==> config.mk <==
export PLATFORM = sky130hd
export DESIGN_NAME = ps2_key_event_decoder
export DESIGN_NICKNAME = d
export VERILOG_FILES = /design/src/rtl/ps2_key_event_decoder.sv
export SDC_FILE = /design/constraint.sdc
export NUM_CORES = 1
export LEC_CHECK = 0
export ABC_AREA = 0
export CAP_MARGIN = 25
export CELL_PAD_IN_SITES_DETAIL_PLACEMENT = 0
export CELL_PAD_IN_SITES_GLOBAL_PLACEMENT = 1
export CORE_MARGIN = 3
export CORE_UTILIZATION = 30
export CTS_CLUSTER_SIZE = 16
export DETAILED_ROUTE_END_ITERATION = 8
export GPL_ROUTABILITY_DRIVEN = 0
export PLACE_DENSITY = 0.61
export SLEW_MARGIN = 30
export SYNTH_ARGS = -nofsm -noshare
export SYNTH_HDL_FRONTEND = slang
export SYNTH_SLANG_ARGS = --single-unit
==> constraint.sdc <==
create_clock -name clk -period 5.1 [get_ports clk]
set_clock_uncertainty 0.05 [all_clocks]
set_input_delay 1.02 -clock clk [delete_from_list [all_inputs] [get_ports clk]]
set_output_delay 1.02 -clock clk [all_outputs]
set_load 0.02 [all_outputs]
==> src/rtl/ps2_key_event_decoder.sv <==
// ps2_key_event_decoder: turns PS/2 scan-code set 2 bytes into key events in a FIFO.
// Ports: clk, rst (async, active-high); byte_valid/byte_data are the scan byte strobe.
//   ev_valid/ev_data/ev_ready form the event FIFO head handshake.
//   ev_data = {ext, brk, shift, ctrl, code[7:0]}. fifo_level is the number of held entries.
//   shift/ctrl/caps give the modifier state. press_cnt counts emitted makes.
//   overflow is sticky and means an event was dropped.
// Optional feature: define KEY_REPEAT_FILTER_EN to suppress typematic repeat makes.
module ps2_key_event_decoder #(
  parameter int DEPTH = 8,
  parameter int CNT_W = 8
) (
  input  logic                     clk,
  input  logic                     rst,
  input  logic                     byte_valid,
  input  logic [7:0]               byte_data,
  input  logic                     ev_ready,
  output logic                     ev_valid,
  output logic [11:0]              ev_data,
  output logic [$clog2(DEPTH):0]   fifo_level,
  output logic                     shift,
  output logic                     ctrl,
  output logic                     caps,
  output logic [CNT_W-1:0]         press_cnt,
  output logic                     overflow
);
  localparam int AW = $clog2(DEPTH);
  typedef enum logic [2:0] {IDLE, EXT, BRK, EXT_BRK, PAUSE} state_t;
  state_t state_q, state_d;
  logic [2:0] skip_q, skip_d;
  logic lshift_q, lshift_d, rshift_q, rshift_d, lctrl_q, lctrl_d, rctrl_q, rctrl_d;
  logic caps_q, caps_d, overflow_q, overflow_d;
  logic [CNT_W-1:0] cnt_q, cnt_d;
  logic [AW-1:0] wr_q, wr_d, rd_q, rd_d;
  logic [AW:0] level_q, level_d;
  logic [11:0] mem_q [DEPTH];
  logic [11:0] mem_d [DEPTH];
  logic emit, ev_ext, ev_brk, ignore, repeat_hit, go, make_go, full, pop, push;
  assign ignore = byte_data inside {8'hAA, 8'hFA, 8'hFE, 8'hEE, 8'h00, 8'hFF};
  always_comb begin
    state_d = state_q;
    skip_d  = skip_q;
    emit    = 1'b0;
    ev_ext  = 1'b0;
    ev_brk  = 1'b0;
    if (byte_valid)
      case (state_q)
        IDLE: begin
          if (byte_data == 8'hE0) state_d = EXT;
          else if (byte_data == 8'hF0) state_d = BRK;
          else if (byte_data == 8'hE1) begin
            state_d = PAUSE;
            skip_d  = 3'd7;
          end else emit = !ignore;
        end
        EXT: begin
          ev_ext  = 1'b1;
          state_d = byte_data == 8'hF0 ? EXT_BRK : IDLE;
          emit    = !(byte_data inside {8'hF0, 8'hE0, 8'hE1});
        end
        BRK: begin
          emit    = 1'b1;
          ev_brk  = 1'b1;
          state_d = IDLE;
        end
        EXT_BRK: begin
          emit    = 1'b1;
          ev_ext  = 1'b1;
          ev_brk  = 1'b1;
          state_d = IDLE;
        end
        PAUSE: begin
          skip_d  = skip_q - 3'd1;
          state_d = skip_q == 3'd1 ? IDLE : PAUSE;
        end
        default: state_d = IDLE;
      endcase
  end
`ifdef KEY_REPEAT_FILTER_EN
  logic [8:0] last_q, last_d;
  logic last_vld_q, last_vld_d;
  assign repeat_hit = emit && !ev_brk && last_vld_q && last_q == {ev_ext, byte_data};
  always_comb begin
    last_d     = last_q;
    last_vld_d = last_vld_q;
    if (emit && !ev_brk) begin
      last_d     = {ev_ext, byte_data};
      last_vld_d = 1'b1;
    end else if (emit && last_q == {ev_ext, byte_data}) last_vld_d = 1'b0;
  end
  always_ff @(posedge clk or posedge rst)
    if (rst) begin
      last_q     <= '0;
      last_vld_q <= 1'b0;
    end else begin
      last_q     <= last_d;
      last_vld_q <= last_vld_d;
    end
`else
  assign repeat_hit = 1'b0;
`endif
  assign go      = emit && !repeat_hit;
  assign make_go = go && !ev_brk;
  assign full    = level_q == (AW+1)'(DEPTH);
  assign pop     = ev_valid && ev_ready;
  assign push    = go && (!full || pop);
  // Modifier bits are idempotent, so a filtered repeat may still drive them.
  always_comb begin
    lshift_d   = emit && !ev_ext && byte_data == 8'h12 ? !ev_brk : lshift_q;
    rshift_d   = emit && !ev_ext && byte_data == 8'h59 ? !ev_brk : rshift_q;
    lctrl_d    = emit && !ev_ext && byte_data == 8'h14 ? !ev_brk : lctrl_q;
    rctrl_d    = emit && ev_ext && byte_data == 8'h14 ? !ev_brk : rctrl_q;
    caps_d     = caps_q ^ (make_go && !ev_ext && byte_data == 8'h58);
    cnt_d      = cnt_q + CNT_W'(make_go);
    overflow_d = overflow_q || (go && full && !pop);
    wr_d       = wr_q + AW'(push);
    rd_d       = rd_q + AW'(pop);
    level_d    = level_q + (AW+1)'(push) - (AW+1)'(pop);
    mem_d      = mem_q;
    if (push) mem_d[wr_q] = {ev_ext, ev_brk, shift, ctrl, byte_data};
  end
  always_ff @(posedge clk or posedge rst)
    if (rst) begin
      state_q    <= IDLE;
      skip_q     <= '0;
      lshift_q   <= 1'b0;
      rshift_q   <= 1'b0;
      lctrl_q    <= 1'b0;
      rctrl_q    <= 1'b0;
      caps_q     <= 1'b0;
      overflow_q <= 1'b0;
      cnt_q      <= '0;
      wr_q       <= '0;
      rd_q       <= '0;
      level_q    <= '0;
      for (int i = 0; i < DEPTH; i++) mem_q[i] <= '0;
    end else begin
      state_q    <= state_d;
      skip_q     <= skip_d;
      lshift_q   <= lshift_d;
      rshift_q   <= rshift_d;
      lctrl_q    <= lctrl_d;
      rctrl_q    <= rctrl_d;
      caps_q     <= caps_d;
      overflow_q <= overflow_d;
      cnt_q      <= cnt_d;
      wr_q       <= wr_d;
      rd_q       <= rd_d;
      level_q    <= level_d;
      mem_q      <= mem_d;
    end
  assign shift      = lshift_q || rshift_q;
  assign ctrl       = lctrl_q || rctrl_q;
  assign caps       = caps_q;
  assign press_cnt  = cnt_q;
  assign overflow   = overflow_q;
  assign fifo_level = level_q;
  assign ev_valid   = level_q != '0;
  assign ev_data    = mem_q[rd_q];
endmodule
==> out/results.ini, run 1 <==
[status]
status = completed

[power_and_ir_drop]
power_frac_comb_pct = 38.7
seqPwrFrac_pct = 35.7
p_leak_nw = 3.29
p_sw_share_pct = 32.0
intPower_mw = 3.15
switchingPower_mw = 1.48
p_per_area_nw_per_um2 = 619
clock_power_share_pct = 25.6
irDropWorstVdd_mv = 0.305

[setup_path]
cp.arrival_ps = 2690
critPathKind = reg2out
cp_cell_sequence = buf_4 > mux4_2 > mux2_2 > clkdlybuf4s50_1
rr_worst_depth = 5
required_ps = 4030
max_stage_delay_ps = 590
r2r_end = mem_q[79]$_DFFE_PP0P_
reg2reg_slack_ps = 2300
cp_slowest_cell = mux4_2
critical_path_peak_fanout = 24
r2r_start = state_q[2]$_DFFE_PP0P_
end_kind = output port
critPathLaunchType = flop

[grt]
grt_first_pass_wirelength_um = 22400
grt_max_degree = 70
grtUsageTotal_pct = 13.3
grt_overflow_total = 0
first_global_vias = 3928
antenna_found_initial = 0

[synthesis]
ys_seq_area_share_pct = 50.6
synth_top_area_share_pct = 50.6
synth_edf_count = 0
synth_ff_type = dfrtp_1
yosys_register_bits = 126
synth_cell_types = 49
yosys-top-cells-area = dfrtp_1, mux2_2, mux4_2
synth.largest_area_cell = dfrtp_1
syn_area_per_cell_um2 = 14.5
synth_nets = 458
synth_area_um2 = 6230
synthTopCellsByCount = dfrtp_1, mux2_2, mux2_4
synth_warnings = 0
yosysMostFrequentCell = dfrtp_1
ys_async_sr_fraction_pct = 100
syn-instance-count = 431

[min_path]
hold-path-cell-count = 1
hold_start = overflow$_DFF_PP0_
holdPathEnd = overflow$_DFF_PP0_
min_path_type = reg2reg

[route]
vias_per_cell = 4.80
drc = 0
drt_iter0_markers = 126
vias = 3628
drt-pass1-iter-count = 4
post_drt_wl_per_cell_um = 18.5
wirelength_um = 14000
detail-route-antenna-nets = 0

[timing]
fin_crit_sh_pct = 73.7
period_minus_slack_ps = 3760
slew_violations = 0
rsz0062_at_grt = no
setup_violations = 0
relSlewSlack_pct = 39.3
fmax_ghz = 0.266
hold_violations = 0
worst_pin_slew_ps = 910
setup-tns-final_ps = 0

[floorplan]
io_pins = 41
start_util_pct = 30.7
core_um2 = 20300
num_rows = 52
die_x_um = 150
die_area_um2 = 22500
fp.dieH_um = 150

[clock_network]
cts_root_buf = clkbuf_16
ctsResizeCount = 0
cts_buffers = 17
cts_tree = yes
clock_path_buffers = 2
cts_hold_buf = 0
clock_sinks = 126
clk_latency_ps = 410
htree_levels = 4
cts_setup_buffers = 0
clkSlewWorstSetupHoldPaths_ps = 60

[cells_and_area]
finalInstanceArea_um2 = 7480
syn2layout_area_growth_pct = 20.0
final_layout_size_suffix_gt1_share_pct = 40.1
nNetsFinal = 500
layout.cells.non_filler = 756
diodes = 0
fillers = 1965

[placement]
placed_cells = 724
hpwlAfterDp_um = 8840
placed_cell_area_um2 = 6890
io_buffers = 40

[flow_run]
max-cap-violations = 0

==> cells by family (layout without fill, tap and decap cells) <==
kind of cell | count (synthesis) | in the layout | share of synthesized area (%)
fa+ha+maj | 15 | 15 | 3.13
simple gates | 76 | 76 | 7.85
xor+xnor | 11 | 11 | 1.55
flops | 126 | 126 | 50.6
mux | 136 | 136 | 30.7
compound gates | 19 | 19 | 2.11
buf+inv | 48 | 103 | 4.08
==> layout by cell type, fill, tap and decap left out, types with 3 or more instances in the layout <==
cell	instances
dfrtp_1	126
mux2_2	81
clkdlybuf4s50_1	40
mux2_4	30
mux4_2	24
clkbuf_16	17
inv_1	15
buf_4	15
ha_1	14
nor2_1	12
nand2_1	12
nand4_1	7
xor2_1	6
nand3_1	5
xnor2_1	5
clkinv_2	5
nor3_1	4
nor4_1	4
nand2b_1	4
clkinvlp_4	4
a31oi_1	3
nand4b_1	3
or2_2	3
or4b_1	3
a21o_1	3
inv_6	3
or4_4	3
==> critical path: cells and delay by family (launching register included) <==
family	cells	cell delay [ps]
buf+inv	2	1020
flops	1	340
mux	2	910
==> registers in the layout (all words and copies together) (netlist names) <==
signal	flops
mem_q	96
press_cnt	8
fifo_level	4
rd_q	3
skip_q	3
state_q	3
wr_q	3
caps	1
lctrl_q	1
lshift_q	1
overflow	1
rctrl_q	1
rshift_q	1
==> power groups by stage <==
stage	Sequential, mW	Clock (mW)	Combinational, mW
after floorplan	1.61	0	1.28
final	1.65	1.18	1.79
after detailed placement	1.67	0	1.82
after global placement	1.64	0	1.79
after global routing	1.70	1.26	1.94
after CTS	1.65	1.21	1.83
==> per-stage QoR <==
step	utilization (%)	hold slack [ps]	setup slack, ps	total power [mW]
detailed placement	33.9	405	717	3.49
global placement	33.9	407	803	3.43
finish	36.8	416	1340	4.63
global route	36.8	436	1110	4.90
CTS	36.8	426	1160	4.70
floorplan	-	414	674	2.89
==> worst max path at each step <==
stage | start | endpoint | slack, ps | depth (start not counted)
after floorplan | rst | caps$_DFF_PP0_ | 670 | 1
after global placement | byte_data[2] | fifo_level[1]$_DFF_PP0_ | 800 | 12
after detailed placement | byte_data[2] | fifo_level[2]$_DFF_PP0_ | 720 | 12
after CTS | byte_data[2] | fifo_level[2]$_DFF_PP0_ | 1160 | 12
after global routing | byte_data[2] | fifo_level[3]$_DFF_PP0_ | 1110 | 12
final | rd_q[0]$_DFF_PP0_ | ev_data[6] | 1340 | 4
==> per-layer routing <==
layer  vias to the layer above  routed length [um]  global-route usage [%]
li1                       1656                   -                       -
met1                      1910                6650                    17.9
met2                        55                6720                    21.1
met3                         7                 525                    3.40
met4                         0                 110                    4.12
met5                         -                   0                       0
==> layout make-up <==
class                   count  area, um2  share of cell area (%)
clock buffers              18        439                    5.87
clock inverters            14        141                    1.89
inverters                  16       65.1                   0.870
multi-input cells         257       2830                    37.8
flip-flops and latches    126       3150                    42.2
well taps                 270        338                    4.52
repair buffers             55        513                    6.86
No activity file was read; power rests on OpenSTA's default activity.
==> run 2: changes to the inputs <==
Clock period 5.1 ns to 3.7 ns, I/O delays scaled along.
==> out/results.ini, run 2 (same netlist as run 1, synthesis figures left out) <==
[setup_path]
critPathLaunchType = flop
r2r_start = state_q[1]$_DFFE_PP0P_
max_stage_delay_ps = 790  ; +200 ps
cp_slowest_cell = dfrtp_1
critical_path_peak_fanout = 15  ; -38%
rr_worst_depth = 11  ; +6
reg2reg_slack_ps = 1060  ; -1240 ps
cp_cell_sequence = buf_12 > mux4_2 > mux2_2 > clkdlybuf4s50_1
critPathCapture = ev_data[0]
crit_family = buffers and inverters
required_ps = 2910  ; -1120 ps
r2r_end = press_cnt[7]$_DFF_PP0_
critical_path.startpoint = rd_q[1]$_DFF_PP0_
cp_num_buf_inv = 2  ; unchanged
cp.arrival_ps = 2640  ; -50 ps
path_depth = 4  ; unchanged
end_kind = output port
critPathKind = reg2out

[power_and_ir_drop]
intPower_mw = 4.48  ; +42%
switchingPower_mw = 2.02  ; +36%
power_frac_comb_pct = 37.9  ; -0.8 points
irDropWorstVdd_mv = 0.316  ; +3.5%
p_leak_nw = 3.36  ; +2.2%
clock_power_share_pct = 26.5  ; +0.9 points
p_per_area_nw_per_um2 = 853  ; +38%
p_sw_share_pct = 31.0  ; -0.94 points
seqPwrFrac_pct = 35.6  ; about the same
p_total_mw = 6.49  ; +40%

[clock_network]
clock_sinks = 126  ; unchanged
cts_tree = yes
htree_levels = 4  ; unchanged
cts_setup_buffers = 0  ; unchanged
cts_root_buf = clkbuf_16
clk_latency_ps = 420  ; about the same
cts_hold_buf = 0  ; unchanged
cts_buffers = 17  ; unchanged
ctsResizeCount = 0  ; unchanged
clock_path_buffers = 2  ; unchanged
clkSlewWorstSetupHoldPaths_ps = 60  ; about the same

[placement]
placed_cells = 734  ; +1.4%
io_buffers = 40  ; unchanged
dp_slack_ps = 161  ; -556 ps
hpwlAfterDp_um = 9270  ; +4.9%

[floorplan]
die_area_um2 = 22500  ; unchanged
start_util_pct = 30.7  ; unchanged
core_um2 = 20300  ; unchanged
die_x_um = 150  ; unchanged
fp.dieH_um = 150  ; unchanged
num_rows = 52  ; unchanged
io_pins = 41  ; unchanged

[cells_and_area]
final_cell_mix = dfrtp_1, mux2_2, clkdlybuf4s50_1, mux2_4, mux4_2
final_layout_size_suffix_gt1_share_pct = 40.6  ; +0.48 points
nNetsFinal = 510  ; +2.0%
diodes = 0  ; unchanged
layout_commonest_cell = dfrtp_1
layout.cells.non_filler = 765  ; +1.2%
regMostFlops = mem_q
syn2layout_area_growth_pct = 22.1
largest_reg_flops = 96  ; unchanged

[timing]
period_minus_slack_ps = 3430
fmax_ghz = 0.291
hold_ws_ps = 413  ; -2.84 ps
setup-tns-final_ps = 0  ; unchanged
setup_violations = 0  ; unchanged
worst_pin_slew_ps = 823  ; -87.9 ps
fin_crit_sh_pct = 92.8
relSlewSlack_pct = 45.2  ; +5.9 points
layout_setup_ws_ps = 267  ; -1080 ps
rsz0062_at_grt = no
slew_violations = 0  ; unchanged
hold_violations = 0  ; unchanged

[route]
drt-pass1-iter-count = 4  ; unchanged
detail-route-antenna-nets = 0  ; unchanged
vias_per_cell = 4.86  ; +1.2%
vias = 3717  ; +2.5%
wirelength_um = 14300  ; +2.3%
drt_iter0_markers = 191  ; +52%
post_drt_wl_per_cell_um = 18.7  ; +1.1%
drc = 0  ; unchanged

[flow_run]
max-cap-violations = 0  ; unchanged

[grt]
grt_max_degree = 39  ; -44%
first_global_vias = 4087  ; +4.0%
grt_first_pass_wirelength_um = 23200  ; +3.6%
grt_overflow_total = 0  ; unchanged
grtUsageTotal_pct = 13.8  ; +0.56 points
antenna_found_initial = 0  ; unchanged

[min_path]
min_path_type = reg2reg

[status]
status = completed

## run 2: metrics by stage
stage                     instance area [um2]  utilization, %
after global placement                   7010            34.5
after detailed placement                 7010            34.5
after CTS                                7610            37.5
after floorplan                          6240               -
after global routing                     7610            37.5
final                                    7610            37.5
## run 2: worst reg2reg max path, delay by kind of cell (launching register included)
family,cells,cell delay (ps)
buffers and inverters,1,210
AND/OR/NAND/NOR,7,1330
XOR/XNOR,1,130
adder cells (fa/ha/maj),1,200
flip-flops,1,480
AO/OA/AOI/OAI,1,110
## run 2: final cells by class
| class | instances | area, um2 |
|---|---|---|
| clock buffer | 22 | 474 |
| clock inverter | 9 | 133 |
| fill | 1932 | 12700 |
| inverter | 16 | 63.8 |
| multi-input combinational | 257 | 2830 |
| sequential | 126 | 3150 |
| tap | 270 | 338 |
| timing repair buffer | 65 | 626 |
## run 2: how the worst min path moves through the flow
stage / from / endpoint / cells past startpoint
floorplan: skip_q[1]$_DFFE_PP0P_ / skip_q[1]$_DFFE_PP0P_ / 1
global placement: caps$_DFF_PP0_ / caps$_DFF_PP0_ / 1
detailed placement: caps$_DFF_PP0_ / caps$_DFF_PP0_ / 1
CTS: caps$_DFF_PP0_ / caps$_DFF_PP0_ / 1
global route: caps$_DFF_PP0_ / caps$_DFF_PP0_ / 1
finish: caps$_DFF_PP0_ / caps$_DFF_PP0_ / 1
## run 2: layer usage
layer  vias to the layer above  global-route usage, %  part of all wire, %
li1                       1681                      -                    -
met1                      1958                   18.2                   46
met2                        58                   22.2                   49
met3                        20                   3.25                  4.4
met4                         0                   5.35                  1.2
met5                         -                      0                    0
## run 2: power by group through the flow
stage / registers, mW / clock network (mW) / logic (mW)
after global placement: 2.30 / 0 / 2.47
after CTS: 2.31 / 1.76 / 2.52
after detailed placement: 2.33 / 0 / 2.50
after floorplan: 2.22 / 0 / 1.76
final: 2.31 / 1.72 / 2.46
after global routing: 2.39 / 1.83 / 2.67
==> run 3: changes to the inputs <==
Settings changed: SLEW_MARGIN 30 to 20.
==> results of run 3 <==
Same layout as run 2: the final DEF is identical, and so are final timing and power.
